[src/rtl/fp_pkg.sv]
// Shared single-precision definitions for the accumulator and its adder.
package fp_pkg;

  localparam int unsigned FP_W = 32;

  localparam logic [FP_W-1:0] FP_POS_ZERO = 32'h0000_0000;
  localparam logic [7:0]      FP_EXP_INF  = 8'hFF;

  localparam logic [1:0] RM_RNE = 2'b00;
  localparam logic [1:0] RM_RDN = 2'b01;
  localparam logic [1:0] RM_RUP = 2'b10;
  localparam logic [1:0] RM_RTZ = 2'b11;

  typedef enum logic [1:0] {
    ST_IDLE,
    ST_ACC,
    ST_DRAIN,
    ST_DONE
  } acc_state_e;

  function automatic logic fp_is_nan(input logic [FP_W-1:0] v);
    return (v[30:23] == FP_EXP_INF) && (v[22:0] != 23'd0);
  endfunction

endpackage

[src/rtl/fadder.sv]
// Combinational IEEE-754 single-precision add/subtract with four rounding modes.
module fadder
  import fp_pkg::*;
(
  input  logic [FP_W-1:0] a,
  input  logic [FP_W-1:0] b,
  input  logic            sub,
  input  logic [1:0]      rm,
  output logic [FP_W-1:0] y
);

  logic        sa, sb, sx, sy, a_big, eff_sub, inc, st, ovf_inf, zero_sign;
  logic        a_nan, b_nan, a_inf, b_inf;
  logic [9:0]  ex, ey, e, d;
  logic [26:0] mx, my, my_sh, m;
  logic [27:0] s;
  logic [24:0] mant;

  always_comb begin
    sa    = a[31];
    sb    = b[31] ^ sub;
    a_nan = (a[30:23] == FP_EXP_INF) && (a[22:0] != 23'd0);
    b_nan = (b[30:23] == FP_EXP_INF) && (b[22:0] != 23'd0);
    a_inf = (a[30:23] == FP_EXP_INF) && (a[22:0] == 23'd0);
    b_inf = (b[30:23] == FP_EXP_INF) && (b[22:0] == 23'd0);

    // Order operands by magnitude; mantissas carry hidden bit plus guard/round/sticky
    a_big = a[30:0] >= b[30:0];
    sx    = a_big ? sa : sb;
    sy    = a_big ? sb : sa;
    ex    = 10'(a_big ? a[30:23] : b[30:23]);
    ey    = 10'(a_big ? b[30:23] : a[30:23]);
    mx    = a_big ? {(a[30:23] != 8'd0), a[22:0], 3'b000} : {(b[30:23] != 8'd0), b[22:0], 3'b000};
    my    = a_big ? {(b[30:23] != 8'd0), b[22:0], 3'b000} : {(a[30:23] != 8'd0), a[22:0], 3'b000};
    if (ex == 10'd0) ex = 10'd1;
    if (ey == 10'd0) ey = 10'd1;

    d  = ex - ey;
    st = 1'b0;
    if (d >= 10'd27) begin
      my_sh = {26'd0, |my};
    end else begin
      st    = |(my & ((27'd1 << d) - 27'd1));
      my_sh = (my >> d) | {26'd0, st};
    end

    eff_sub = sx ^ sy;
    s = eff_sub ? ({1'b0, mx} - {1'b0, my_sh}) : ({1'b0, mx} + {1'b0, my_sh});

    e = ex;
    if (s[27]) begin
      m = {s[27:2], s[1] | s[0]};
      e = e + 10'd1;
    end else begin
      m = s[26:0];
    end
    // Left-normalise, stopping at the subnormal exponent
    for (int i = 0; i < 26; i++) begin
      if (!m[26] && (e > 10'd1)) begin
        m = m << 1;
        e = e - 10'd1;
      end
    end

    case (rm)
      RM_RNE:  inc = m[2] & (m[1] | m[0] | m[3]);
      RM_RDN:  inc = sx & (m[2] | m[1] | m[0]);
      RM_RUP:  inc = ~sx & (m[2] | m[1] | m[0]);
      default: inc = 1'b0;
    endcase

    mant = {1'b0, m[26:3]} + 25'(inc);
    if (mant[24]) begin
      mant = mant >> 1;
      e    = e + 10'd1;
    end

    y = {sx, (mant[23] ? e[7:0] : 8'd0), mant[22:0]};

    case (rm)
      RM_RNE:  ovf_inf = 1'b1;
      RM_RDN:  ovf_inf = sx;
      RM_RUP:  ovf_inf = ~sx;
      default: ovf_inf = 1'b0;
    endcase
    if (mant[23] && (e >= 10'd255))
      y = ovf_inf ? {sx, FP_EXP_INF, 23'd0} : {sx, 8'hFE, 23'h7F_FFFF};

    // Exact zero: like-signed zeros keep their sign, otherwise -0 only when rounding down
    zero_sign = (sx == sy) ? sx : (rm == RM_RDN);
    if (s == 28'd0) y = {zero_sign, 31'd0};

    if (a_inf || b_inf) begin
      if (a_inf && b_inf && (sa != sb)) y = 32'h7FC0_0000;
      else                              y = a_inf ? {sa, FP_EXP_INF, 23'd0} : {sb, FP_EXP_INF, 23'd0};
    end
    if (a_nan || b_nan) y = 32'h7FC0_0000;
  end

endmodule

[src/rtl/fp_accumulator.sv]
// Streaming single-precision accumulator around the combinational fadder.
module fp_accumulator
  import fp_pkg::*;
#(
  parameter int unsigned CNT_W = 8
) (
  input  logic             clk,
  input  logic             rst,
  input  logic             start,
  input  logic [CNT_W-1:0] len,
  input  logic [1:0]       rm,
  input  logic             in_valid,
  output logic             in_ready,
  input  logic [FP_W-1:0]  in_data,
  input  logic             in_sub,
  output logic             out_valid,
  input  logic             out_ready,
  output logic [FP_W-1:0]  out_sum,
  output logic             out_nan,
  output logic             out_ovf,
  output logic             busy
);

  acc_state_e       state_q;
  logic [CNT_W-1:0] rem_q;
  logic [FP_W-1:0]  acc_q, acc_d, x_q, sum_c;
  logic [1:0]       rm_q;
  logic             sub_q, pend_q, ovf_q, ovf_d, nan_q;
  logic             in_ready_q, out_valid_q, busy_q;
  logic             clear_c, take_c;

  fadder u_fadder (
    .a   (acc_q),
    .b   (x_q),
    .sub (sub_q),
    .rm  (rm_q),
    .y   (sum_c)
  );

  // Accumulator next value: pending add result, or cleared by a new start
  always_comb begin
    clear_c = (state_q == ST_IDLE) && start;
    take_c  = in_valid && in_ready_q;
    acc_d   = acc_q;
    ovf_d   = ovf_q;
    if (pend_q) begin
      acc_d = sum_c;
      if ((acc_q[30:23] != FP_EXP_INF) && (x_q[30:23] != FP_EXP_INF) && (sum_c[30:23] == FP_EXP_INF))
        ovf_d = 1'b1;
    end
    if (clear_c) begin
      acc_d = FP_POS_ZERO;
      ovf_d = 1'b0;
    end
  end

  always_ff @(posedge clk) begin
    if (rst) begin
      state_q     <= ST_IDLE;
      rem_q       <= '0;
      acc_q       <= FP_POS_ZERO;
      x_q         <= FP_POS_ZERO;
      rm_q        <= RM_RNE;
      sub_q       <= 1'b0;
      pend_q      <= 1'b0;
      ovf_q       <= 1'b0;
      nan_q       <= 1'b0;
      in_ready_q  <= 1'b0;
      out_valid_q <= 1'b0;
      busy_q      <= 1'b0;
    end else begin
      acc_q  <= acc_d;
      ovf_q  <= ovf_d;
      nan_q  <= fp_is_nan(acc_d);
      pend_q <= 1'b0;
      case (state_q)
        ST_IDLE: begin
          if (start) begin
            rm_q   <= rm;
            rem_q  <= len;
            busy_q <= 1'b1;
            if (len != '0) begin
              state_q    <= ST_ACC;
              in_ready_q <= 1'b1;
            end else begin
              state_q     <= ST_DONE;
              out_valid_q <= 1'b1;
            end
          end
        end
        ST_ACC: begin
          if (take_c) begin
            x_q    <= in_data;
            sub_q  <= in_sub;
            pend_q <= 1'b1;
            rem_q  <= rem_q - CNT_W'(1);
            if (rem_q == CNT_W'(1)) in_ready_q <= 1'b0;
          end else if (rem_q == '0) begin
            state_q <= ST_DRAIN;
          end
        end
        ST_DRAIN: begin
          state_q     <= ST_DONE;
          out_valid_q <= 1'b1;
        end
        ST_DONE: begin
          if (out_ready) begin
            state_q     <= ST_IDLE;
            out_valid_q <= 1'b0;
            busy_q      <= 1'b0;
          end
        end
        default: state_q <= ST_IDLE;
      endcase
    end
  end

  assign in_ready  = in_ready_q;
  assign out_valid = out_valid_q;
  assign out_sum   = acc_q;
  assign out_nan   = nan_q;
  assign out_ovf   = ovf_q;
  assign busy      = busy_q;

endmodule

[config.mk]
export PLATFORM = sky130hd
export DESIGN_NAME = fp_accumulator
export DESIGN_NICKNAME = d
export VERILOG_FILES = /design/src/rtl/fp_pkg.sv /design/src/rtl/fadder.sv /design/src/rtl/fp_accumulator.sv
export SDC_FILE = /design/constraint.sdc
export NUM_CORES = 1
export LEC_CHECK = 0
export ABC_AREA = 1
export CAP_MARGIN = 25
export CORE_MARGIN = 4
export CORE_UTILIZATION = 40
export CTS_CLUSTER_SIZE = 10
export DETAILED_ROUTE_END_ITERATION = 6
export MAX_ROUTING_LAYER = met4
export SLEW_MARGIN = 0
export SYNTH_ARGS = -nofsm -noshare
export SYNTH_HDL_FRONTEND = slang
export SYNTH_SLANG_ARGS = --single-unit
[constraint.sdc]
create_clock -name clk -period 48.4 [get_ports clk]
set_input_delay 9.68 -clock clk [delete_from_list [all_inputs] [get_ports clk]]
set_output_delay 9.68 -clock clk [all_outputs]
set_load 0.02 [all_outputs]
== Word-level counts from Yosys, hierarchy flattened ==
Index checks and enable logic that the tools add are counted.
Word-level totals
  register bits after elaboration: 83
  bits of input ports: 48
  output and inout port bits: 37
  logic and storage cells: 311
Cells by class
  $add $sub $neg: 34
  $lt $le $gt $ge: 29
  eq/ne operators: 23
  shifts and indexed selects: 2
  multiplexer cells: 100
  bitwise logic cells: 14
  reduce and logical (&&, ||, !) cells: 96
Operator list (count)
  $mux 27: 30
  $mux 10: 30
  $gt 10x1->1 const B: 26
  $sub 10x1->10 const B: 26
  $mux 32: 5
  $mux 31: 3
  $reduce_bool 23->1: 3
  $reduce_or 27->1: 2
  $mux 24: 2
  $logic_not 23->1: 2
  $mux 8: 5
  $logic_and 1x1->1: 38
  $eq 8x8->1 const B: 4
  $ge 31x31->1: 1
  $add 27x27->28: 1
  $logic_not 28->1: 1
  $mux 28: 1
  $sub 27x27->28: 1
  $and 27x27->27: 1
  $or 27x1->27: 1
  $shl 1x10->27 const A: 1
  $shr 27x10->27: 1
  $sub 27x1->27 const B: 1
  $logic_not 1->1: 26
  37 further kinds: 86

== Depth between registers and ports, before layout ==
  depth in word-level cells: 109
  mapped depth: 357
  depth with buffers taken out: 329

== Modules after synthesis ==
A second synthesis with hierarchy kept.
Unflattened totals
  cells, all modules: 6802
  area, all modules: 36832.8 sq um
Modules (own cells, without submodules)
  fadder: instances 1, cells each 6242, area each 33019.2 sq um, seq. area each 0.0 sq um
  fp_accumulator: instances 1, cells each 560, area each 3813.7 sq um, seq. area each 1661.6 sq um

== Worst setup path after synthesis ==
No wires, ideal clock.
  path kind: flip-flop to flip-flop
  from: reg acc_q[30] (netlist: out_sum[30])
  to: reg nan_q (netlist: out_nan)
  data arrival time: 41.116 ns
  data required time: 48.288 ns
  setup slack: 7.172 ns
  stages on the path, launching flop included: 342
  period minus slack after synthesis: 41.228 ns
  cell sequence: dfxtp_1 -> ha_1 -> nand2_1 -> nor2_1 -> nand2_1 -> nor2_1 -> nand2_1 -> nand3_1 -> nor2_4 -> nand2_4 -> buf_2 -> buf_6 -> clkbuf_1 -> clkbuf_1 -> nand2_1 -> o21ai_0 -> nand2_1 -> ha_1 -> (+306 left out) -> nor2_4 -> nand3_2 -> buf_6 -> nand2_1 -> nand2_1 -> nor2_1 -> nand3_2 -> o21bai_4 -> nand3_4 -> buf_6 -> nand3_1 -> nand2_1 -> nand2_1 -> nand2_1 -> nor2_1 -> nand3_1 -> nor2_1 -> nor2_1
Between the ends
  cells in the longest elaborated chain, start to end: 108
  elaborated cells between the ends (all ways): 222
  those cells by class: add/sub: 33; order compare: 29; eq/ne: 2; shift: 2; mux: 77; bitwise: 12; reduce/logical: 67
RTL lines
  from (decl): line fp_accumulator.sv:26  | logic [FP_W-1:0] acc_q, acc_d, x_q, sum_c;
  from (signal assigned): line fp_accumulator.sv:61  | acc_q <= FP_POS_ZERO;
  from (signal assigned): line fp_accumulator.sv:72  | acc_q <= acc_d;
  $ge 31x31->1: line fadder.sv:28  | a_big = a[30:0] >= b[30:0];
  $mux 8, on equally long branches: line fadder.sv:31, fadder.sv:32
  $logic_not 10->1, on equally long branches: line fadder.sv:35, fadder.sv:36
  $mux 10, on equally long branches: line fadder.sv:35, fadder.sv:36
  $sub 10x10->10: line fadder.sv:38  | d = ex - ey;
  $shl 1x10->27: line fadder.sv:43  | st = |(my & ((27'd1 << d) - 27'd1));
  $sub 27x1->27: line fadder.sv:43
  $and 27x27->27: line fadder.sv:43
  (+92 left out)
  $mux 31: line fadder.sv:86  | if (mant[23] && (e >= 10'd255))
  $mux 32: line fadder.sv:91  | if (s == 28'd0) y = {zero_sign, 31'd0};
  $mux 32: line fadder.sv:93  | if (a_inf || b_inf) begin
  $mux 32: line fadder.sv:97  | if (a_nan || b_nan) y = 32'h7FC0_0000;
  $mux 31 (*): line fp_accumulator.sv:46  | if (pend_q) begin
  $mux 31 (*): line fp_accumulator.sv:51  | if (clear_c) begin
  $reduce_bool 23->1 or $eq 8x8->1 (tied branches): line fp_pkg.sv:22  | return (v[30:23] == FP_EXP_INF) && (v[22:0] != 23'd0);
  $logic_and 1x1->1 (*): line fp_pkg.sv:22
  to (signal assigned): line fp_accumulator.sv:74  | nan_q <= fp_is_nan(acc_d);
  to (decl): line fp_accumulator.sv:28  | logic sub_q, pend_q, ovf_q, ovf_d, nan_q;
Mark *: on every way between the ends. The rest lies on a longest branch, timed or not.
A chain may end at the register's enable or synchronous reset.

== Worst setup path after layout ==
  from: reg acc_q[2] (netlist: out_sum[2])
  to: reg acc_q[6] (netlist: out_sum[6])
Between the ends
  cells in the longest elaborated chain, start to end: 106
  elaborated cells between the ends (all ways): 218
  those cells by class: add/sub: 33; order compare: 29; shift: 2; mux: 76; bitwise: 12; reduce/logical: 66
RTL lines (line)
  $ge 31x31->1: fadder.sv:28
  $mux 8, on equally long branches: fadder.sv:31, fadder.sv:32
  $logic_not 10->1, on equally long branches: fadder.sv:35, fadder.sv:36
  $mux 10, on equally long branches: fadder.sv:35, fadder.sv:36
  $sub 10x10->10: fadder.sv:38
  $shl 1x10->27: fadder.sv:43
  $sub 27x1->27: fadder.sv:43
  $and 27x27->27: fadder.sv:43
  (+90 left out)
  $ge 10x8->1: fadder.sv:86
  $logic_and 1x1->1: fadder.sv:86
  $mux 31: fadder.sv:86
  $mux 32: fadder.sv:91
  $mux 32: fadder.sv:93
  $mux 32 (*): fadder.sv:97
  $mux 31 (*): fp_accumulator.sv:46
  $mux 31 (*): fp_accumulator.sv:51
Marked as above.

==> impl_metrics.toml <==
[yosys]
synthCells = 6773
synth-edff-count = 0
syn-cell-area_mm2 = 0.0367
async_reset_ff_frac = 0
yosysUniqueCellTypes = 92
synth_seq_area_share = 0.0453
syn_nets = 6955
synth_warnings = 0
synth_seq_cells = 83
ys.flop_type = "dfxtp_1"
avgSynthCellArea_um2 = 5.41

[clock_network]
clock_latency_ns = 0.37
htree_levels = 3
cts_buffer_depth = 2
cts_tree = "yes"
numCtsBuffers = 9
cts_root_buf = "clkbuf_16"
cts.clk_slew.worst_paths_ns = 0.08
cts.sinks = 83

[drt]
wl_per_cell_um = 16.0
firstDrtPassIters = 6
drc_errors = 0
final_antenna_net_count = 0
num_vias = 41000
drtIter0Drc = 3068
wirelength_mm = 126
viasPerCell = 5.18

[floorplanning]
die_w_um = 311
die_area_mm2 = 0.0966
start_util = 0.406
core_mm2 = 0.0904
die_h_um = 311
rows = 110
ios = 85

[worst_setup_path]
worst-path-max-fanout = 63
cpPeakStageDelay_ns = 0.58
crit_required_ns = 48.61
critical_path_arrival_ns = 44.61
crit_top_cell = "nand2_1"
critical_path_class = "flip-flop to flip-flop"
cp_slowest_cell = "dfxtp_1"
critPathCaptureType = "flip-flop"
start_kind = "flip-flop"

[place]
io_buffers = 84
place.gp.congestion = 1.05
dp_slack_ns = 0.880
dp_hpwl_mm = 104
placed_cell_area_mm2 = 0.0376

[grt]
grt_overflow = 0
grt_use_total = 0.252
grt_first_pass_wirelength_mm = 197
antenna_found_initial = 0
grt_max_degree = 75
grt_pass1_vias = 36800

[sta]
setup_ws_ns = 4.01
relSlewSlack = 0.223
worstMarginPinSlew_ns = 1.15
finalCritPeriodShare = 0.917
slew_viol_final = 0
min_period_ns = 44.39
worst_clock_skew_ns = 0.0107
setup_violations = 0
hold_viol = 0
max_freq_mhz = 22.5

[layout]
mostFrequentLayoutCells = "nand2_1 (1864), inv_1 (974), o21ai_0 (702)"
seq_area_mm2 = 0.00166
multi_input_area_mm2 = 0.0293
final_common_cell = "nand2_1"
antenna_cells = 0
nets = 6907
syn2layout_area_growth_pct = 5.06
drive_gt1_frac = 0.175
num-fill-cells = 10100
final_area_mm2 = 0.0385

[status]
status = "finished clean"

[job]
cap_viol_max_count = 0

[min_path]
min_path_type = "flip-flop to flip-flop"
-- path summary, 6_finish.rpt --
check | slack (ns) | from | depth (start not counted) | to
worst max-delay path | 4.01 | out_sum[2] | 307 | out_sum[6]
worst min-delay path | 0.48 | x_q[31] | 2 | x_q[31]
worst max register to register | 4.01 | out_sum[2] | 307 | out_sum[6]
worst min register to register | 0.48 | x_q[31] | 2 | x_q[31]
-- cell type report --
| class | instances | area share |
|---|---|---|
| multi-input combinational | 5358 | 0.760 |
| inverter | 1103 | 0.112 |
| sequential | 83 | 0.0432 |
| timing repair buffer | 170 | 0.0392 |
| tap | 1176 | 0.0382 |
| clock buffer | 9 | 0.00585 |
| clock inverter | 7 | 0.00205 |
-- kinds of logic after synthesis --
| family | count (synthesis) | share of synthesized area |
|---|---|---|
| AND/OR/NAND/NOR | 3973 | 0.543 |
| buffers and inverters | 1345 | 0.168 |
| AO/OA/AOI/OAI | 1112 | 0.166 |
| adder cells (fa/ha/maj) | 134 | 0.0459 |
| XOR/XNOR | 119 | 0.0292 |
| flip-flops | 83 | 0.0453 |
| multiplexers | 7 | 0.00195 |
-- synth_stat cells, drive strengths merged, types with 2 or more instances --
library cell / number / area (um^2)
o31ai: 5 / 37.5
nand2: 2416 / 11300
a2111oi: 2 / 17.5
dfxtp: 83 / 1660
o21a: 5 / 38.8
bufinv: 7 / 123
nor3: 35 / 180
ha: 133 / 1660
nand3: 577 / 3360
clkinvlp: 2 / 10.0
a21o: 4 / 30.0
a22oi: 2 / 20.0
a21boi: 8 / 82.6
o211ai: 10 / 75.1
nor4: 20 / 125
inv: 1078 / 4100
buf: 85 / 943
nand3b: 35 / 282
clkinv: 16 / 66.3
mux2i: 6 / 60.1
a41oi: 3 / 26.3
a211oi: 8 / 60.1
a21oi: 256 / 1360
a221oi: 2 / 17.5
a311oi: 3 / 26.3
o21bai: 8 / 93.8
xor2: 64 / 583
o21ai: 760 / 3930
o2111ai: 4 / 41.3
xnor2: 55 / 489
nand4: 143 / 928
nor4b: 3 / 26.3
clkbuf: 155 / 901
nor2: 714 / 3500
or2: 23 / 144
o22ai: 4 / 25.0
a31oi: 19 / 125
nor3b: 4 / 30.0
o221ai: 3 / 26.3
-- sequential cells by signal (all words and copies together), names as in the netlist --
register / cells
busy: 1
out_valid: 1
rm_q: 2
in_ready: 1
sub_q: 1
out_sum: 32
pend_q: 1
rem_q: 8
x_q: 32
out_nan: 1
state_q: 2
out_ovf: 1
-- worst max-delay path: cells and delay by family, from the launching register on --
family | cells | cell delay (ns)
and+or+nand+nor | 206 | 26.40
adders and majority gates | 33 | 8.36
buffers and inverters | 46 | 4.49
AOI/OAI and AO/OA | 19 | 3.51
xor gates and xnor gates | 3 | 0.64
DFF | 1 | 0.58
-- stage by stage --
step | TNS [ns] | hold slack (ns) | utilization | std cells
after CTS | 0 | 0.487 | 0.420 | 7872
after global routing | -0.153 | 0.512 | 0.426 | 7906
final | 0 | 0.483 | 0.426 | 7906
after global placement | 0 | 0.468 | 0.416 | 7855
after detailed placement | 0 | 0.476 | 0.416 | 7856
after floorplan | 0 | 0.457 | - | 6773
-- timing repair --
item / in CTS / in global routing
resized for setup: 0 / 53
buffers inserted: 0 / 21
endpoints found under the setup margin: 0 / 33
hold buffers: 0 / 0
-- metal layers --
metal	wire, um	vias to the layer above	global-route usage
met5	0	-	-
met4	4840	0	0.0840
met3	5580	215	0.0115
met2	58900	1085	0.425
met1	57100	18300	0.325
li1	-	21400	-
Power is not shown: default switching activity piles up to over one toggle a cycle in this logic, so the estimate is an artifact.
